## src/rtl/siso8_pkg.sv

```systemverilog
// Shared types and constants for the siso8 serializer slice.
// The optional parity bit is enabled by defining SISO8_PARITY_EN.
package siso8_pkg;

    localparam int SISO8_WIDTH = 8;

    typedef enum logic [1:0] {
        IDLE  = 2'd0,
        SHIFT = 2'd1,
        PAR   = 2'd2
    } siso8_state_e;

    // Bit-index counter width; guarded so a degenerate width still gets one bit.
    function automatic int cnt_width(input int width);
        return (width < 2) ? 1 : $clog2(width);
    endfunction

endpackage

```

## src/rtl/siso8_serializer_if.sv

```systemverilog
// Upstream word handshake plus serial output bundle of the siso8 serializer.
// master = the environment driving words and SHIFT_EN, slave = the serializer.
interface siso8_serializer_if #(
    parameter int WIDTH = siso8_pkg::SISO8_WIDTH
);

    logic [WIDTH-1:0] in_data;
    logic             in_valid;
    logic             in_ready;
    logic             shift_en;
    logic             ser_d;
    logic             ser_valid;
    logic             busy;
    logic             done;

    modport master (
        output in_data, in_valid, shift_en,
        input  in_ready, ser_d, ser_valid, busy, done
    );

    modport slave (
        input  in_data, in_valid, shift_en,
        output in_ready, ser_d, ser_valid, busy, done
    );

endinterface

```

## src/rtl/siso8_bitcnt.sv

```systemverilog
// Load/advance bit counter with a last-position flag, shared with the deserializer.
// The count saturates at WIDTH-1 and restarts only on load or reset.
module siso8_bitcnt
    import siso8_pkg::*;
#(
    parameter int WIDTH = SISO8_WIDTH
) (
    input  logic clk,
    input  logic reset,
    input  logic load,
    input  logic advance,
    output logic last
);

    localparam int CW = cnt_width(WIDTH);

    logic [CW-1:0] count;

    // Load wins over advance so a back-to-back word restarts at bit 0.
    always_ff @(posedge clk) begin
        if (reset) begin
            count <= '0;
        end else if (load) begin
            count <= '0;
        end else if (advance && !last) begin
            count <= count + 1'b1;
        end
    end

    assign last = (count == CW'(WIDTH - 1));

endmodule

```

## src/rtl/siso8_serializer.sv

```systemverilog
// Parallel-to-serial front end feeding the D input of the 8-stage SISO chain.
// Define SISO8_PARITY_EN to append an even-parity bit after each word.
module siso8_serializer
    import siso8_pkg::*;
#(
    parameter int WIDTH     = SISO8_WIDTH,
    parameter bit MSB_FIRST = 1'b0
) (
    input logic               clk,
    input logic               reset,
    siso8_serializer_if.slave bus
);

    siso8_state_e     state;
    siso8_state_e     state_next;
    logic [WIDTH-1:0] shreg;
    logic             bit_last;
    logic             accept;
    logic             advance;
    logic             data_advance;
    logic             last_out;
    logic             done_q;
    logic             done_next;
    logic             head_bit;
`ifdef SISO8_PARITY_EN
    logic             parity;
`endif

    assign head_bit     = MSB_FIRST ? shreg[WIDTH-1] : shreg[0];
    assign bus.ser_valid = (state != IDLE);
    assign bus.busy      = (state != IDLE);
    assign bus.done      = done_q;

`ifdef SISO8_PARITY_EN
    assign last_out  = (state == PAR);
    assign bus.ser_d = (state == SHIFT) ? head_bit : ((state == PAR) ? parity : 1'b0);
`else
    assign last_out  = (state == SHIFT) && bit_last;
    assign bus.ser_d = (state == SHIFT) && head_bit;
`endif

    // Ready opens during the final consume so the next word follows without a bubble.
    assign bus.in_ready = !reset && ((state == IDLE) || (last_out && bus.shift_en));
    assign accept       = bus.in_valid && bus.in_ready;
    assign advance      = bus.ser_valid && bus.shift_en;
    assign data_advance = advance && (state == SHIFT);

    siso8_bitcnt #(
        .WIDTH(WIDTH)
    ) u_bitcnt (
        .clk    (clk),
        .reset  (reset),
        .load   (accept),
        .advance(data_advance),
        .last   (bit_last)
    );

    always_ff @(posedge clk) begin
        if (reset) begin
            state  <= IDLE;
            done_q <= 1'b0;
        end else begin
            state  <= state_next;
            done_q <= done_next;
        end
    end

    always_comb begin
        state_next = state;
        done_next  = 1'b0;
        case (state)
            IDLE: begin
                if (accept) begin
                    state_next = SHIFT;
                end
            end
            SHIFT: begin
                if (data_advance && bit_last) begin
`ifdef SISO8_PARITY_EN
                    state_next = PAR;
`else
                    state_next = accept ? SHIFT : IDLE;
                    done_next  = 1'b1;
`endif
                end
            end
`ifdef SISO8_PARITY_EN
            PAR: begin
                if (advance) begin
                    state_next = accept ? SHIFT : IDLE;
                    done_next  = 1'b1;
                end
            end
`endif
            default: begin
                state_next = IDLE;
            end
        endcase
    end

    // Shifting moves the next bit into the output position chosen by MSB_FIRST.
    always_ff @(posedge clk) begin
        if (reset) begin
            shreg  <= '0;
`ifdef SISO8_PARITY_EN
            parity <= 1'b0;
`endif
        end else if (accept) begin
            shreg  <= bus.in_data;
`ifdef SISO8_PARITY_EN
            parity <= ^bus.in_data;
`endif
        end else if (data_advance) begin
            shreg <= MSB_FIRST ? {shreg[WIDTH-2:0], 1'b0} : {1'b0, shreg[WIDTH-1:1]};
        end
    end

endmodule
```

## src/flat_wrapper.sv

```systemverilog
// flat-port wrapper written by rule: the top's interface ports become plain ports
module siso8_serializer_flat import siso8_pkg::*;
#(
    parameter int WIDTH     = SISO8_WIDTH,
    parameter bit MSB_FIRST = 1'b0
)
  (clk, reset, bus_in_data, bus_in_valid, bus_shift_en, bus_in_ready, bus_ser_d, bus_ser_valid, bus_busy, bus_done);
  siso8_serializer_if #(.WIDTH(WIDTH)) bus_i ();
  input logic clk;
  input logic reset;
  input wire logic [$bits(bus_i.in_data)-1:0] bus_in_data;
  input wire logic [$bits(bus_i.in_valid)-1:0] bus_in_valid;
  input wire logic [$bits(bus_i.shift_en)-1:0] bus_shift_en;
  output wire logic [$bits(bus_i.in_ready)-1:0] bus_in_ready;
  output wire logic [$bits(bus_i.ser_d)-1:0] bus_ser_d;
  output wire logic [$bits(bus_i.ser_valid)-1:0] bus_ser_valid;
  output wire logic [$bits(bus_i.busy)-1:0] bus_busy;
  output wire logic [$bits(bus_i.done)-1:0] bus_done;
  assign bus_i.in_data = bus_in_data;
  assign bus_i.in_valid = bus_in_valid;
  assign bus_i.shift_en = bus_shift_en;
  assign bus_in_ready = bus_i.in_ready;
  assign bus_ser_d = bus_i.ser_d;
  assign bus_ser_valid = bus_i.ser_valid;
  assign bus_busy = bus_i.busy;
  assign bus_done = bus_i.done;
  siso8_serializer #(.WIDTH(WIDTH), .MSB_FIRST(MSB_FIRST)) u_core (.clk(clk), .reset(reset), .bus(bus_i));
endmodule
```

## config.mk

```make
export PLATFORM = sky130hd
export DESIGN_NAME = siso8_serializer_flat
export DESIGN_NICKNAME = d
export VERILOG_FILES = /design/src/rtl/siso8_pkg.sv /design/src/rtl/siso8_serializer_if.sv /design/src/rtl/siso8_bitcnt.sv /design/src/rtl/siso8_serializer.sv /design/src/flat_wrapper.sv
export SDC_FILE = /design/constraint.sdc
export NUM_CORES = 1
export LEC_CHECK = 0
export ABC_CLOCK_PERIOD_IN_PS = 3300
export BUFFER_PORTS_ARGS = -buffer_cell sky130_fd_sc_hd__buf_2
export CAP_MARGIN = 0
export CELL_PAD_IN_SITES_DETAIL_PLACEMENT = 1
export CELL_PAD_IN_SITES_GLOBAL_PLACEMENT = 2
export CORE_ASPECT_RATIO = 0.9
export CORE_MARGIN = 8
export CORE_UTILIZATION = 31
export CTS_CLUSTER_DIAMETER = 80
export DETAILED_ROUTE_END_ITERATION = 10
export MAX_ROUTING_LAYER = met4
export PLACE_DENSITY = 0.85
export SLEW_MARGIN = 20
export SYNTH_ARGS = -nofsm -noshare
export SYNTH_HDL_FRONTEND = slang
export SYNTH_SLANG_ARGS = --single-unit
```

## constraint.sdc

```tcl
create_clock -name clk -period 3.3 [get_ports clk]
set_input_delay 0.165 -clock clk [delete_from_list [all_inputs] [get_ports clk]]
set_output_delay 0.165 -clock clk [all_outputs]
set_load 0.005 [all_outputs]
```

# Yosys cells after proc, flatten, opt, wreduce, memory -nomap -nowiden
# Cells that the tools add are included.
# word_totals
regBits	14
latch_bits	0
ramBits	0
rom_bits	0
in_bits	12
n_memories	0
# classes
addsub	1
multipliers	0
div	0
magnitude_cmp	0
eq_ne	4
shifts	0
n_mux	7
n_bitwise	1
reduce_logical	18
# op_table
cell	count
two-way mux 8 bit	2
logical AND 1 bit	9
two-way mux 2 bit	2
case mux 2 bit (2 select lines)	1
nonzero test 2 bit	2
OR reduction 2 bit	2
adder 3 x 1 -> 3 bit, second input constant	1
equality test 3 bit, second input constant	1
equality test 2 x 1 -> 1 bit, second input constant	1
zero test 1 bit	2
zero test 2 bit	1
two-way mux 1 bit	2
!= test 2 x 1 -> 1 bit, second input constant	1
!= test 2 bit, second input constant	1
AND reduction 2 bit	1
logical OR 1 bit	1
inverter 1 bit	1

# Depth between registers and ports, before layout
# Gate-level depths: netlist of the first run.
# logic_depth
ltp_word	9
mapped_depth	7

# By module
# A second synthesis of the first run with hierarchy kept.
# hier_totals
cells_unflattened	63
hier_area_um2	709.4
# by_module_without_submodules
module	instances	cells_per_inst	area_per_inst_um2
siso8_serializer	1	51	566.8
siso8_bitcnt	1	12	142.6

# Worst setup path after synthesis of the first run
# Ideal clock, no wire load.
# synth_path
path_kind	register -> register
from	register u_core.u_bitcnt.count[0]
to	register u_core.shreg[0]
setup_time_ns	0.086
arrival_time_ns	1.440
t_required_ns	3.214
setup_slack_ns	1.774
path_stages_with_launch	8
path_buffers	2
path_cell_list	dfxtp_1 -> ha_1 -> ha_1 -> a21bo_1 -> buf_6 -> and2_4 -> buf_6 -> a211oi_1
# synth_between
elab_chain_len	7
elab_cells_between_ends	8
cone_classes	eq/ne (1); mux (1); reduce/logical (6)
# synth_rtl
item	line_no	rtl
start: declaration	siso8_bitcnt.sv:17	logic [CW-1:0] count;
start signal: assignment	siso8_bitcnt.sv:26	count <= count + 1'b1;
equality test 3 bit (*)	siso8_bitcnt.sv:30	assign last = (count == CW'(WIDTH - 1));
logical AND 1 bit (*)	siso8_serializer.sv:38	assign last_out = (state == SHIFT) && bit_last;
logical AND 1 bit (*)	siso8_serializer.sv:43	assign bus.in_ready = !reset && ((state == IDLE) || (last_out && bus.shift_en));
logical OR 1 bit (*)	siso8_serializer.sv:43	
logical AND 1 bit (*)	siso8_serializer.sv:43	
logical AND 1 bit (*)	siso8_serializer.sv:44	assign accept = bus.in_valid && bus.in_ready;
two-way mux 8 bit / nonzero test 2 bit (equally long branches)	n/a	
end signal: assignment	siso8_serializer.sv:109	shreg <= bus.in_data;
end signal: assignment	siso8_serializer.sv:114	shreg <= MSB_FIRST ? {shreg[WIDTH-2:0], 1'b0} : {1'b0, shreg[WIDTH-1:1]};
end: declaration	siso8_serializer.sv:16	logic [WIDTH-1:0] shreg;
# Every way passes the cells marked *; elsewhere a longest branch is shown, timed or not.
# A chain may end at the register's enable or synchronous reset.

# Worst setup path in the final report of the first run
# layout_path
from	register u_core.u_bitcnt.count[0]
to	output port bus_in_ready
# layout_between
elab_chain_len	5
# layout_rtl
item	line_no	rtl
equality test 3 bit	siso8_bitcnt.sv:30	
logical AND 1 bit	siso8_serializer.sv:38	
logical AND 1 bit	siso8_serializer.sv:43	
logical OR 1 bit	siso8_serializer.sv:43	
logical AND 1 bit	siso8_serializer.sv:43	
end: declaration	flat_wrapper.sv:14	output wire logic [$bits(bus_i.in_ready)-1:0] bus_in_ready;
# Every way passes these cells.

==> results.md, run 1 <==
* Routed Antenna Nets at 0
* Number of synthesized flops with an enable pin at 0
* Antenna Diode Count at 0
* Clock-pin slew of the registers on the worst-case setup and hold paths at around 80 ps
* Length of routed wiring on met1 at between 600 and 700 um
* Synth async-reset ratio at 0%
* Sinks on the clock net at 13
* Proportion of synthesized chip area in sequential cells at between 40 and 50%
* Cells taking the most area after synthesis: sky130_fd_sc_hd__dfxtp_1 40%, sky130_fd_sc_hd__a221oi_1 9.5%, sky130_fd_sc_hd__a211oi_1 8.2%
* Fill count at 230
* Seq cells post-synth at 13
* Classification of the worst-slack hold path: in -> reg
* Slowest cell on the critical path: sky130_fd_sc_hd__dfxtp_1
* Cell Area, Synth at 643 sq um
* Final RePlAce weighted congestion at 0.705
* Worst vdd ir at about 0.25 mV
* Iter 0 DRT Violations at 9
* Fraction of synthesized cell area in xor and xnor cells at under 10%
* CP delay by family, top: adder cells
* Synth Area in Simple Gates at 16.7%
* Actual slew at the worst max-slew pin at roughly 420 ps
* End-of-flow core utilization at between 30% and 40%
* Cts bufs inserted at 3
* Length of routed met3 wiring at 94 um
* Critical path endpoint category: output port
* Post-synth top area cell: sky130_fd_sc_hd__dfxtp_1
* Area after detailed placement at 709 sq um
* Worst Path Required at roughly 3100 ps
* Count of different cell masters after synthesis at 21
* Share of final-layout standard cells stronger than drive strength 1 at about a quarter
* Proportion of synthesized area in mux cells at roughly 4.7%
* Number of endpoints with negative hold slack in the final report at 0
* Count of maximum capacitance violations at 0
* Vias per cell at a little over 5
* Via count of the first global-routing pass at between 500 and 600
* Number of hold-repair buffers added at the cts stage at 0
* Later-pin clock latency in the skew report at approximately 280 ps
* Wire per inst at roughly 14 um
* Full die area at ~3800 sq um
* Setup tns final at 0 ps
* Grt ovf at 0
* Fin worst setup slack at roughly 1700 ps
* Commonest cells after routing, fill and taps aside: 16 x sky130_fd_sc_hd__buf_2, 13 x sky130_fd_sc_hd__dfxtp_1
* Die Y at 59.2 um
* CP max FO at 4
* Core Rows at 15
* Prevailing post-synth register cell: sky130_fd_sc_hd__dfxtp_1
* Power density relative to cell area at 435 nW/um^2
* Main combinational cell family by area after synthesis: compound AO/OA/AOI/OAI gates
* Maximum number of pins on one net before global-route repair at 16
* Total non-filler cell area in the finished layout at between 700 and 800 sq um
* Worst path buffer plus inverter count at 1
* Skew final at 3.96 ps
* Detailed-routing iteration count for the pre-antenna-repair pass at 4
* Global routing usage summed across all routing layers at a little under a tenth
* Worst relative slew slack at 72.2%
* Crit path top cell by count: sky130_fd_sc_hd__ha_1
* Final worst path period need at around 1600 ps
* Net count of the finished layout at between 90 and 100
* Initial antenna violation count at 0
* Number of instances resized during post-cts repair at 0
* Arrival time worst endpoint at ~1400 ps
* Area overhead of the layout relative to synthesis at 14.4%
* Worst setup path category: reg -> out
* Half-perimeter wire length after placement at around 1100 um
* Global-route wire length before repair at 2650 um
* Top cell type's share of synthesized area at 40.5%
* Maximum number of buffers from clock root to sink at 2
* Initial core utilization at between 30% and 40%
* Detail Route met2 WL at around 670 um
* Synthesis warning total at 0
* Highest cell delay on the worst timing path at roughly 330 ps
* Area share of fa/ha/maj cells after synthesis at between 3 and 4%
* Die outline width at approximately 64 um
* Max frequency at a little over 600 MHz
* Max Used Layer: met4
* Worst Setup Slack post-DPL at roughly 1700 ps
* Leading cell type in the layout, fill and taps excluded: sky130_fd_sc_hd__buf_2
* Via total after detailed routing at 552
* Placeable Area at approximately 1900 sq um
* Synthesized-area fraction occupied by ao, oa, aoi and oai cells at between 20 and 25%
* CTS tree: done
* Post-CTS Setup Bufs at 0
* I/O pin total at 17
* Count of buffers from port buffering at 16
* Critical path startpoint category: register
* Average size of a mapped cell at 9.32 sq um
* Leakage power total at between 0.3 and 0.4 nW
* CP cell instances: ha_1, ha_1, a21boi_0, nor2_1, buf_2
* H-tree lvl count at 1
* Number of remaining DRC errors at 0
* Final setup violating endpoints at 0
* Post-synthesis net count at 83
* Final worst-path cycle share at 48.6%
* Final max-slew violation count at 0
* Root buf cell: sky130_fd_sc_hd__clkbuf_4
* Setup repair after global routing missed its margin: false
* Run status: complete, no violations
* Gate count after technology mapping at 69
* Flop2flop setup slack at 1720 ps
* Final WL at 1460 um
==> tightest hold or removal path, delay by kind of cell <==
family,cells,cell delay [ps]
buf+inv,2,130
compound gates,1,50
==> kinds of logic (layout without fill, tap and decap cells) <==
logic type | after synthesis | in the layout
simple gates | 19 | 19
buf+inv | 14 | 27
compound gates | 17 | 17
xor+xnor | 1 | 1
mux | 3 | 3
fa+ha+maj | 2 | 2
flops | 13 | 13
==> flip-flops by register name, indices dropped and copies added (netlist names) <==
signal,flops
u_core.state,1
u_core.shreg,8
u_core.bus.done,1
u_core.u_bitcnt.count,3
==> per-layer routing <==
| metal | up-vias | GRT usage, % |
|---|---|---|
| met3 | 2 | 5.29 |
| met2 | 15 | 14.2 |
| li1 | 277 | - |
| met5 | - | - |
| met1 | 258 | 9.66 |
| met4 | 0 | 3.81 |
==> report_power, final <==
group,internal (mW),total [mW],switching (mW),leakage [nW]
clock network,0.0469,0.100,0.0534,0.0150
logic,0.0225,0.0466,0.0241,0.246
registers,0.166,0.173,0.00690,0.107
total,0.235,0.320,0.0845,0.368
==> Yosys cell counts, drive strengths merged (2+ instances only) <==
master  count
ha          2
buf         3
and2        2
nor2        4
and3        7
clkbuf      4
inv         7
nor3        3
a221oi      7
dfxtp      13
mux2i       3
a211oi      7
==> metrics by stage <==
step / total power, mW / hold WS (ps) / instances
3_5_place_dp: 0.224 / 416 / 103
3_3_place_gp: 0.223 / 408 / 103
2_1_floorplan: 0.211 / 241 / 69
4_1_cts: 0.324 / 115 / 107
5_1_grt: 0.339 / 125 / 107
6_report: 0.320 / 116 / 107
==> layout make-up <==
cell class                 count  area, sq um  area share [%]
multi-input combinational     42          312            42.3
sequential                    13          260            35.4
timing repair buffer          16         80.1            10.9
tap                           25         31.3            4.25
clock buffer                   4         26.3            3.57
inverter                       7         26.3            3.57
==> worst paths after layout <==
path	start	endpoint	cells past startpoint
worst min register to register	u_core.shreg[7]	u_core.shreg[7]	2
worst min-delay path	bus_in_data[0]	u_core.shreg[0]	3
worst max register to register	u_core.u_bitcnt.count[0]	u_core.shreg[2]	5
worst max-delay path	u_core.u_bitcnt.count[0]	bus_in_ready	5
Power figures use the tool's default switching activity.
==> inputs of run 2 (changes only) <==
--- a/config.mk
+++ b/config.mk
@@ -5,18 +5,19 @@
 export SDC_FILE = /design/constraint.sdc
 export NUM_CORES = 1
 export LEC_CHECK = 0
-export ABC_CLOCK_PERIOD_IN_PS = 3300
+export ABC_AREA = 1
+export ABC_CLOCK_PERIOD_IN_PS = 1600
 export BUFFER_PORTS_ARGS = -buffer_cell sky130_fd_sc_hd__buf_2
 export CAP_MARGIN = 0
 export CELL_PAD_IN_SITES_DETAIL_PLACEMENT = 1
 export CELL_PAD_IN_SITES_GLOBAL_PLACEMENT = 2
 export CORE_ASPECT_RATIO = 0.9
 export CORE_MARGIN = 8
-export CORE_UTILIZATION = 31
+export CORE_UTILIZATION = 27
 export CTS_CLUSTER_DIAMETER = 80
 export DETAILED_ROUTE_END_ITERATION = 10
 export MAX_ROUTING_LAYER = met4
-export PLACE_DENSITY = 0.85
+export PLACE_DENSITY = 0.81
 export SLEW_MARGIN = 20
 export SYNTH_ARGS = -nofsm -noshare
 export SYNTH_HDL_FRONTEND = slang
==> constraint.sdc (replaced) <==
create_clock -name clk -period 1.6 [get_ports clk]
set_input_delay 0.08 -clock clk [delete_from_list [all_inputs] [get_ports clk]]
set_output_delay 0.08 -clock clk [all_outputs]
set_load 0.005 [all_outputs]
==> run 2 against run 1 <==
Against the previous run: via count is 27% higher; clock power is 110% higher; combinational power is 140% higher; core utilization is 3.3 points lower; worst hold slack worse by 16 ps; largest cell class unchanged; highest routed layer unchanged.
==> results.md, run 2 <==
* Count of placed standard cells including taps at 136 (was 103)
* CTS tree: done (unchanged)
* Seq cells post-synth at 13 (unchanged)
* Initial antenna violation count at 0 (unchanged)
* Post-synth top area cell: sky130_fd_sc_hd__dfxtp_1 (unchanged)
* R2R depth at 8 (was 5)
* Top register by number of flip-flops: u_core.shreg (unchanged)
* Final WL at 1910 um (was 1460 um)
* Die Y at 63.5 um (was 59.2 um)
* Placeable Area at 2420 sq um (was 1930 sq um)
* CP max FO at 3 (was 4)
* Main combinational cell family by area after synthesis: simple AND/OR/NAND/NOR gates (was compound AO/OA/AOI/OAI gates)
* CP cell instances: ha_1, ha_2, nand3_4, a21oi_2, buf_2 (was ha_1, ha_1, a21boi_0, nor2_1, buf_2)
* Critical path startpoint category: register (unchanged)
* Prevailing post-synth register cell: sky130_fd_sc_hd__dfxtp_1 (unchanged)
* Initial core utilization at 27.9% (was 33.3%)
* Fraction of synthesized cell area in xor and xnor cells at 0% (was 1.36%)
* Maximum number of buffers from clock root to sink at 2 (unchanged)
* Grt ovf at 0 (unchanged)
* Average size of a mapped cell at 7.19 sq um (was 9.32 sq um)
* Setup tns final at 0 ps (unchanged)
* Fin cells at 142 (was 107)
* Proportion of synthesized area in mux cells at 0% (was 4.67%)
* Cells taking the most area after synthesis: sky130_fd_sc_hd__dfxtp_1 39%, sky130_fd_sc_hd__nand2_1 14%, sky130_fd_sc_hd__a21oi_1 9.6% (was sky130_fd_sc_hd__dfxtp_1 40%, sky130_fd_sc_hd__a221oi_1 9.5%, sky130_fd_sc_hd__a211oi_1 8.2%)
* Die outline width at 68.7 um (was 64.0 um)
* Via total after detailed routing at 699 (was 552)
* Synth Area in Simple Gates at 37.8% (was 16.7%)
* Classification of the worst-slack hold path: in -> reg (unchanged)
* Area share of fa/ha/maj cells after synthesis at 3.70% (was 3.89%)
* Full die area at 4360 sq um (was 3790 sq um)
* Run status: complete, no violations (unchanged)
* Synthesis warning total at 0 (unchanged)
* Max frequency at 674 MHz
* Gate count after technology mapping at 94 (was 69)
* CP delay by family, top: adder cells (unchanged)
* Commonest cells after routing, fill and taps aside: 25 x sky130_fd_sc_hd__nand2_1, 16 x sky130_fd_sc_hd__buf_2, 12 x sky130_fd_sc_hd__a21oi_1, 12 x sky130_fd_sc_hd__dfxtp_1, 11 x sky130_fd_sc_hd__nand3_1 (was 16 x sky130_fd_sc_hd__buf_2, 13 x sky130_fd_sc_hd__dfxtp_1)
* Clock-pin slew of the registers on the worst-case setup and hold paths at 90 ps (was 80 ps)
* Worst setup path category: reg -> out (unchanged)
* Synthesized-area fraction occupied by ao, oa, aoi and oai cells at 9.63% (was 21.8%)
* Share of final-layout standard cells stronger than drive strength 1 at 29.8% (was 24.4%)
* Core Rows at 17 (was 15)
* Cell count of the worst hold path at 3 (unchanged)
* Routed Antenna Nets at 0 (unchanged)
* Maximum number of pins on one net before global-route repair at 18 (was 16)
* Global-route wire length before repair at 3160 um (was 2650 um)
* Leakage power total at 0.395 nW (was 0.368 nW)
* Global routing usage summed across all routing layers at 9.44% (was 9.25%)
* Proportion of synthesized chip area in sequential cells at 38.5% (was 40.5%)
* Setup repair after global routing missed its margin: false (unchanged)
* Antenna Diode Count at 0 (unchanged)
* Most used standard cells in the synthesized netlist: 25 x sky130_fd_sc_hd__nand2_1, 13 x sky130_fd_sc_hd__a21oi_1, 13 x sky130_fd_sc_hd__dfxtp_1 (was 13 x sky130_fd_sc_hd__dfxtp_1, 7 x sky130_fd_sc_hd__a211oi_1, 7 x sky130_fd_sc_hd__a221oi_1, 7 x sky130_fd_sc_hd__and3_1, 7 x sky130_fd_sc_hd__inv_1)
* Final worst path period need at between 1000 and 1500 ps
* H-tree lvl count at 1 (unchanged)
* Slowest cell on the critical path: sky130_fd_sc_hd__dfxtp_1 (unchanged)
* Cell Area, Synth at 676 sq um (was 643 sq um)
* Skew final at 1.49 ps (was 3.96 ps)
* Count of buffers from port buffering at 16 (unchanged)
* Wire per inst at 13.5 um (was 13.6 um)
* Worst vdd ir at 0.335 mV (was 0.247 mV)
* Cell with the most instances after synthesis: sky130_fd_sc_hd__nand2_1 (was sky130_fd_sc_hd__dfxtp_1)
* I/O pin total at 17 (unchanged)
* Worst path buffer plus inverter count at 1 (unchanged)
* Later-pin clock latency in the skew report at 270 ps (was 280 ps)
* Number of endpoints with negative hold slack in the final report at 0 (unchanged)
* Vias per cell at 4.92 (was 5.16)
* Count of different cell masters after synthesis at 18 (was 21)
* Half-perimeter wire length after placement at 1350 um (was 1060 um)
* Power consumption at 0.676 mW (was 0.320 mW)
* Highest cell delay on the worst timing path at 340 ps (was 330 ps)
* Final worst-path cycle share at roughly 90%
* Worst Path Required at 1520 ps (was 3130 ps)
* Number of flip-flops under the largest register name at 8 (unchanged)
* Number of hold-repair buffers added at the cts stage at 0 (unchanged)
* Top cell type's share of synthesized area at 38.5% (was 40.5%)
* Detailed-routing iteration count for the pre-antenna-repair pass at 4 (unchanged)
* Number of synthesized flops with an enable pin at 0 (unchanged)
* Arrival time worst endpoint at 1400 ps (was 1440 ps)
* Number of remaining DRC errors at 0 (unchanged)
* Power density relative to cell area at 802 nW/um^2 (was 435 nW/um^2)
* Levels on crit path at 5 (unchanged)
* Top Registers: u_core.shreg x8, u_core.u_bitcnt.count x3 (unchanged)
* Fill count at 325 (was 230)
* Sinks on the clock net at 13 (unchanged)
* Leading cell type in the layout, fill and taps excluded: sky130_fd_sc_hd__nand2_1 (was sky130_fd_sc_hd__buf_2)
* Iter 0 DRT Violations at 30 (was 9)
* Worst relative slew slack at 73.5% (was 72.2%)
* Final setup violating endpoints at 0 (unchanged)
* Via count of the first global-routing pass at 699 (was 588)
* Final RePlAce weighted congestion at 0.783 (was 0.705)
* Critical path endpoint category: output port (unchanged)
* Net count of the finished layout at 129 (was 97)
* Final max-slew violation count at 0 (unchanged)
* Root buf cell: sky130_fd_sc_hd__clkbuf_4 (unchanged)
* Synth async-reset ratio at 0% (unchanged)
* Post-synthesis net count at 108 (was 83)
* Cts bufs inserted at 3 (unchanged)
* Count of maximum capacitance violations at 0 (unchanged)
* Actual slew at the worst max-slew pin at 396 ps (was 417 ps)
* Area overhead of the layout relative to synthesis at 24.6% (was 14.4%)
run 2: cell count changes in the layout (fill, tap and decap cells not counted), moves of 7 or more:
cell,change
sky130_fd_sc_hd__nand2_1,+24
sky130_fd_sc_hd__a21oi_1,+12
sky130_fd_sc_hd__nand3_1,+11
sky130_fd_sc_hd__a211oi_1,-7
sky130_fd_sc_hd__a221oi_1,-7
sky130_fd_sc_hd__and3_1,-7
sky130_fd_sc_hd__nand4_1,+7
run 2: per-stage QoR:
step,hold WS (ps),worst slack (ps),cell area [sq um],utilization [%]
floorplan,195,205,676,-
global placement,374,212,778,32.1
detailed placement,389,124,778,32.1
CTS,94.3,67.6,805,33.2
global route,78.8,5.00,842,34.7
finish,100,117,842,34.7
run 2: worst min-delay path, delay by kind of cell:
family | cells | cell delay [ps]
AND/OR/NAND/NOR | 1 | 70
AO/OA/AOI/OAI | 1 | 60
buffers and inverters | 1 | 110
run 2: metal layers:
| metal | up-vias | GRT usage, % | part of all wire (%) |
|---|---|---|---|
| met1 | 328 | 12.0 | 47 |
| met5 | - | - | 0 |
| met4 | 0 | 3.76 | 0.73 |
| met2 | 18 | 13.6 | 46 |
| li1 | 351 | - | - |
| met3 | 2 | 2.65 | 6.1 |
run 2: logic make-up after synthesis:
| group | after synthesis |
|---|---|
| buffers and inverters | 15 |
| flip-flops | 13 |
| adder cells (fa/ha/maj) | 2 |
| AO/OA/AOI/OAI | 13 |
| AND/OR/NAND/NOR | 51 |
run 2: layout make-up:
cell class | count | area, sq um | area share, %
Clock buffer | 4 | 26.3 | 3.12
Inverter | 11 | 42.5 | 5.05
Multi-Input combinational cell | 67 | 374 | 44.4
Sequential cell | 13 | 262 | 31.1
Timing Repair Buffer | 19 | 103 | 12.2
Tap cell | 28 | 35.0 | 4.16
run 2: where the power goes:
group	leakage [nW]	internal (mW)	total [mW]	switching, mW
Sequential	0.107	0.341	0.354	0.0138
Combinational	0.273	0.0450	0.112	0.0668
Clock	0.0150	0.0964	0.209	0.113
Total	0.395	0.482	0.676	0.194
run 2: final timing paths:
path	start	endpoint	slack [ps]
setup / recovery	u_core.u_bitcnt.count[1]	bus_in_ready	120
hold reg to reg	u_core.u_bitcnt.count[2]	u_core.u_bitcnt.count[2]	470
hold / removal	bus_in_data[7]	u_core.shreg[7]	100
setup reg to reg	u_core.u_bitcnt.count[1]	u_core.shreg[5]	150
run 2: what timing repair did:
action	in CTS	in global routing
buffers inserted	0	1
endpoints found under the setup margin	0	8
resized for setup	0	5
==> inputs of run 3 (changes only) <==
--- a/config.mk
+++ b/config.mk
@@ -17,8 +17,9 @@
 export CTS_CLUSTER_DIAMETER = 80
 export DETAILED_ROUTE_END_ITERATION = 10
 export MAX_ROUTING_LAYER = met4
-export PLACE_DENSITY = 0.81
+export PLACE_DENSITY_LB_ADDON = 0.12
 export SLEW_MARGIN = 20
 export SYNTH_ARGS = -nofsm -noshare
 export SYNTH_HDL_FRONTEND = slang
+export SYNTH_HIERARCHICAL = 1
 export SYNTH_SLANG_ARGS = --single-unit
==> run 3 against run 2 <==
Against the previous run: final cell count up 8.5%; die area up 4.8%; combinational power up 13%; synthesized area up 6.3%; synthesized cell count up 9.6%; fmax down 2.3%; critical path type unchanged.
==> results.md, run 3 <==
* Run status: complete, no violations (unchanged)
* CP cell instances: ha_1, ha_2, buf_4, a21oi_1, nor2_1, buf_2 (was ha_1, ha_2, nand3_4, a21oi_2, buf_2)
* Critical path endpoint category: output port (unchanged)
* I/O pin total at 17 (unchanged)
* Cell with the most instances after synthesis: sky130_fd_sc_hd__nand2_1 (unchanged)
* Net count of the finished layout at 141 (was 129)
* Count of buffers from port buffering at 16 (unchanged)
* Final max-slew violation count at 0 (unchanged)
* H-tree lvl count at 1 (unchanged)
* Global routing usage summed across all routing layers at 9.50% (was 9.44%)
* Final worst path period need at 1520 ps (was 1480 ps)
* Half-perimeter wire length after placement at 1480 um (was 1350 um)
* Slowest cell on the critical path: sky130_fd_sc_hd__dfxtp_2 (was sky130_fd_sc_hd__dfxtp_1)
* Leakage power total at 0.434 nW (was 0.395 nW)
* Worst setup path category: reg -> out (unchanged)
* Later-pin clock latency in the skew report at 290 ps (was 270 ps)
* Via count of the first global-routing pass at 745 (was 699)
* Cells taking the most area after synthesis: sky130_fd_sc_hd__dfxtp_1 36%, sky130_fd_sc_hd__nand2_1 13%, sky130_fd_sc_hd__nand3_1 7.7% (was sky130_fd_sc_hd__dfxtp_1 39%, sky130_fd_sc_hd__nand2_1 14%, sky130_fd_sc_hd__a21oi_1 9.6%)
* Final setup violating endpoints at 0 (unchanged)
* R2R depth at 9 (was 8)
* Via total after detailed routing at 712 (was 699)
* Leading cell type in the layout, fill and taps excluded: sky130_fd_sc_hd__nand2_1 (unchanged)
* Most used standard cells in the synthesized netlist: 24 x sky130_fd_sc_hd__nand2_1, 13 x sky130_fd_sc_hd__dfxtp_1, 13 x sky130_fd_sc_hd__inv_1 (was 25 x sky130_fd_sc_hd__nand2_1, 13 x sky130_fd_sc_hd__a21oi_1, 13 x sky130_fd_sc_hd__dfxtp_1)
* Source of the worst register-to-register timing path: u_core/u_bitcnt/count[0] (was u_core.u_bitcnt.count[1])
* Number of hold-repair buffers added at the cts stage at 0 (unchanged)
* Worst path buffer plus inverter count at 2 (was 1)
* Cell count of the worst hold path at 3 (unchanged)
* Hold worst-path end: u_core/shreg[7] (was u_core.shreg[7])
* Post-synthesis net count at 117 (was 108)
* Area overhead of the layout relative to synthesis at 22.6% (was 24.6%)
* Power consumption at 0.696 mW (was 0.676 mW)
* Average size of a mapped cell at 6.97 sq um (was 7.19 sq um)
* Number of endpoints with negative hold slack in the final report at 0 (unchanged)
* Top cell type's share of synthesized area at 36.2% (was 38.5%)
* Final RePlAce weighted congestion at 0.794 (was 0.783)
* Flop2flop setup slack at 140 ps (was 150 ps)
* Classification of the worst-slack hold path: in -> reg (unchanged)
* Sinks on the clock net at 13 (unchanged)
* Maximum number of buffers from clock root to sink at 2 (unchanged)
* Synthesis warning total at 6 (was 0)
* Number of synthesized flops with an enable pin at 0 (unchanged)
* Clock-pin slew of the registers on the worst-case setup and hold paths at 100 ps (was 90 ps)
* Skew final at 17.3 ps (was 1.49 ps)
* Setup tns final at 0 ps (unchanged)
* Proportion of synthesized chip area in sequential cells at 36.2% (was 38.5%)
* Routed Antenna Nets at 0 (unchanged)
* Post-synth top area cell: sky130_fd_sc_hd__dfxtp_1 (unchanged)
* Core Rows at 17 (unchanged)
* Global-route wire length before repair at 3450 um (was 3160 um)
* Levels on crit path at 6 (was 5)
* Number of remaining DRC errors at 0 (unchanged)
* Maximum number of pins on one net before global-route repair at 13 (was 18)
* Commonest cells after routing, fill and taps aside: 24 x sky130_fd_sc_hd__nand2_1, 16 x sky130_fd_sc_hd__buf_2, 13 x sky130_fd_sc_hd__inv_1 (was 25 x sky130_fd_sc_hd__nand2_1, 16 x sky130_fd_sc_hd__buf_2, 12 x sky130_fd_sc_hd__a21oi_1, 12 x sky130_fd_sc_hd__dfxtp_1, 11 x sky130_fd_sc_hd__nand3_1)
* Top register by number of flip-flops: u_core/shreg (was u_core.shreg)
* Synth async-reset ratio at 0% (unchanged)
* Prevailing post-synth register cell: sky130_fd_sc_hd__dfxtp_1 (unchanged)
* Initial core utilization at 28.9% (was 27.9%)
* Final WL at 1970 um (was 1910 um)
* Die Y at 64.9 um (was 63.5 um)
* Cell Area, Synth at 718 sq um (was 676 sq um)
* Worst Path Required at 1520 ps (about the same)
* Worst vdd ir at 0.367 mV (was 0.335 mV)
* Setup repair after global routing missed its margin: false (unchanged)
* Count of maximum capacitance violations at 0 (unchanged)
* Gate count after technology mapping at 103 (was 94)
* CP delay by family, top: adder cells (unchanged)
* Arrival time worst endpoint at 1440 ps (was 1400 ps)
* Actual slew at the worst max-slew pin at 369 ps (was 396 ps)
* Vias per cell at 4.62 (was 4.92)
* Fin cells at 154 (was 142)
* Number of flip-flops under the largest register name at 8 (unchanged)
* Die outline width at 70.4 um (was 68.7 um)
* Start point of the worst hold path: bus_in_data[7] (unchanged)
* Max frequency at 659 MHz (was 674 MHz)
* Count of placed standard cells including taps at 149 (was 136)
* Grt ovf at 0 (unchanged)
* Seq cells post-synth at 13 (unchanged)
* Worst relative slew slack at 75.2% (was 73.5%)
* Root buf cell: sky130_fd_sc_hd__clkbuf_4 (unchanged)
* Highest cell delay on the worst timing path at 340 ps (about the same)
* Worst reg2reg endpoint: u_core/shreg[1] (was u_core.shreg[5])
* Wire per inst at 12.8 um (was 13.5 um)
* Final worst-path cycle share at 94.9% (was 92.7%)
* CP max FO at 3 (unchanged)
* Antenna Diode Count at 0 (unchanged)
* Initial antenna violation count at 0 (unchanged)
* Full die area at 4570 sq um (was 4360 sq um)
* Top Registers: u_core/shreg x8, u_core/u_bitcnt/count x3 (was u_core.shreg x8, u_core.u_bitcnt.count x3)
* Worst hold-check slack at 23.5 ps (was 100 ps)
* Power density relative to cell area at 790 nW/um^2 (was 802 nW/um^2)
* Critical path startpoint category: register (unchanged)
* Cts bufs inserted at 3 (unchanged)
* Iter 0 DRT Violations at 41 (was 30)
* Share of final-layout standard cells stronger than drive strength 1 at 31.0% (was 29.8%)
* CTS tree: done (unchanged)
* Count of different cell masters after synthesis at 17 (was 18)
* Placeable Area at 2490 sq um (was 2420 sq um)
* Detailed-routing iteration count for the pre-antenna-repair pass at 5 (was 4)
## run 3: worst max-delay path by stage
| stage | slack [ps] | from | to |
|---|---|---|---|
| after floorplan | 150 | u_core/u_bitcnt/count[0] | u_core/shreg[3] |
| after global placement | 130 | u_core/u_bitcnt/count[0] | u_core/shreg[0] |
| after detailed placement | 50 | u_core/u_bitcnt/count[0] | u_core/shreg[1] |
| after CTS | 20 | u_core/u_bitcnt/count[0] | u_core/shreg[1] |
| after global routing | 0.3 | u_core/u_bitcnt/count[0] | u_core/shreg[1] |
| final | 80 | u_core/u_bitcnt/count[0] | bus_in_ready |
## run 3: tightest hold or removal path, delay by kind of cell
kind                   cells  cell delay (ps)
AOI/OAI and AO/OA          1               50
and+or+nand+nor            1               50
buffers and inverters      1               90
## run 3: layout make-up
type | count | area, sq um
Tap cell | 28 | 35.0
Clock inverter | 1 | 5.00
Fill cell | 326 | 1610
Timing Repair Buffer | 23 | 133
Clock buffer | 3 | 22.5
Inverter | 16 | 60.1
Sequential cell | 13 | 263
Multi-Input combinational cell | 70 | 363
## run 3: what timing repair did
action                     4_1_cts  5_1_grt
setup buffers                    0        1
setup endpoints to repair        0        7
gates resized for setup          0        3
## run 3: per-layer routing
metal | GRT usage, % | routed length (um)
met4 | 1.50 | 0
met3 | 3.96 | 105
met1 | 12.4 | 1010
met2 | 13.4 | 855
met5 | - | 0
## run 3: kinds of logic after synthesis
family	count (synthesis)	share of synthesized area [%]
buffers and inverters	20	13.6
DFF	13	36.2
and+or+nand+nor	58	39.2
adders and majority gates	2	3.48
AOI/OAI and AO/OA	10	7.49
## run 3: power breakdown
group / switching (mW) / internal, mW
registers: 0.0124 / 0.343
logic: 0.0727 / 0.0530
clock network: 0.122 / 0.0930
## run 3: per-stage QoR
stage | cell area [sq um] | setup WS, ps | utilization [%]
after CTS | 868 | 17.5 | 34.9
after global routing | 881 | 0.264 | 35.4
after floorplan | 718 | 146 | -
final | 881 | 82.3 | 35.4
after detailed placement | 841 | 49.0 | 33.8
after global placement | 841 | 131 | 33.8
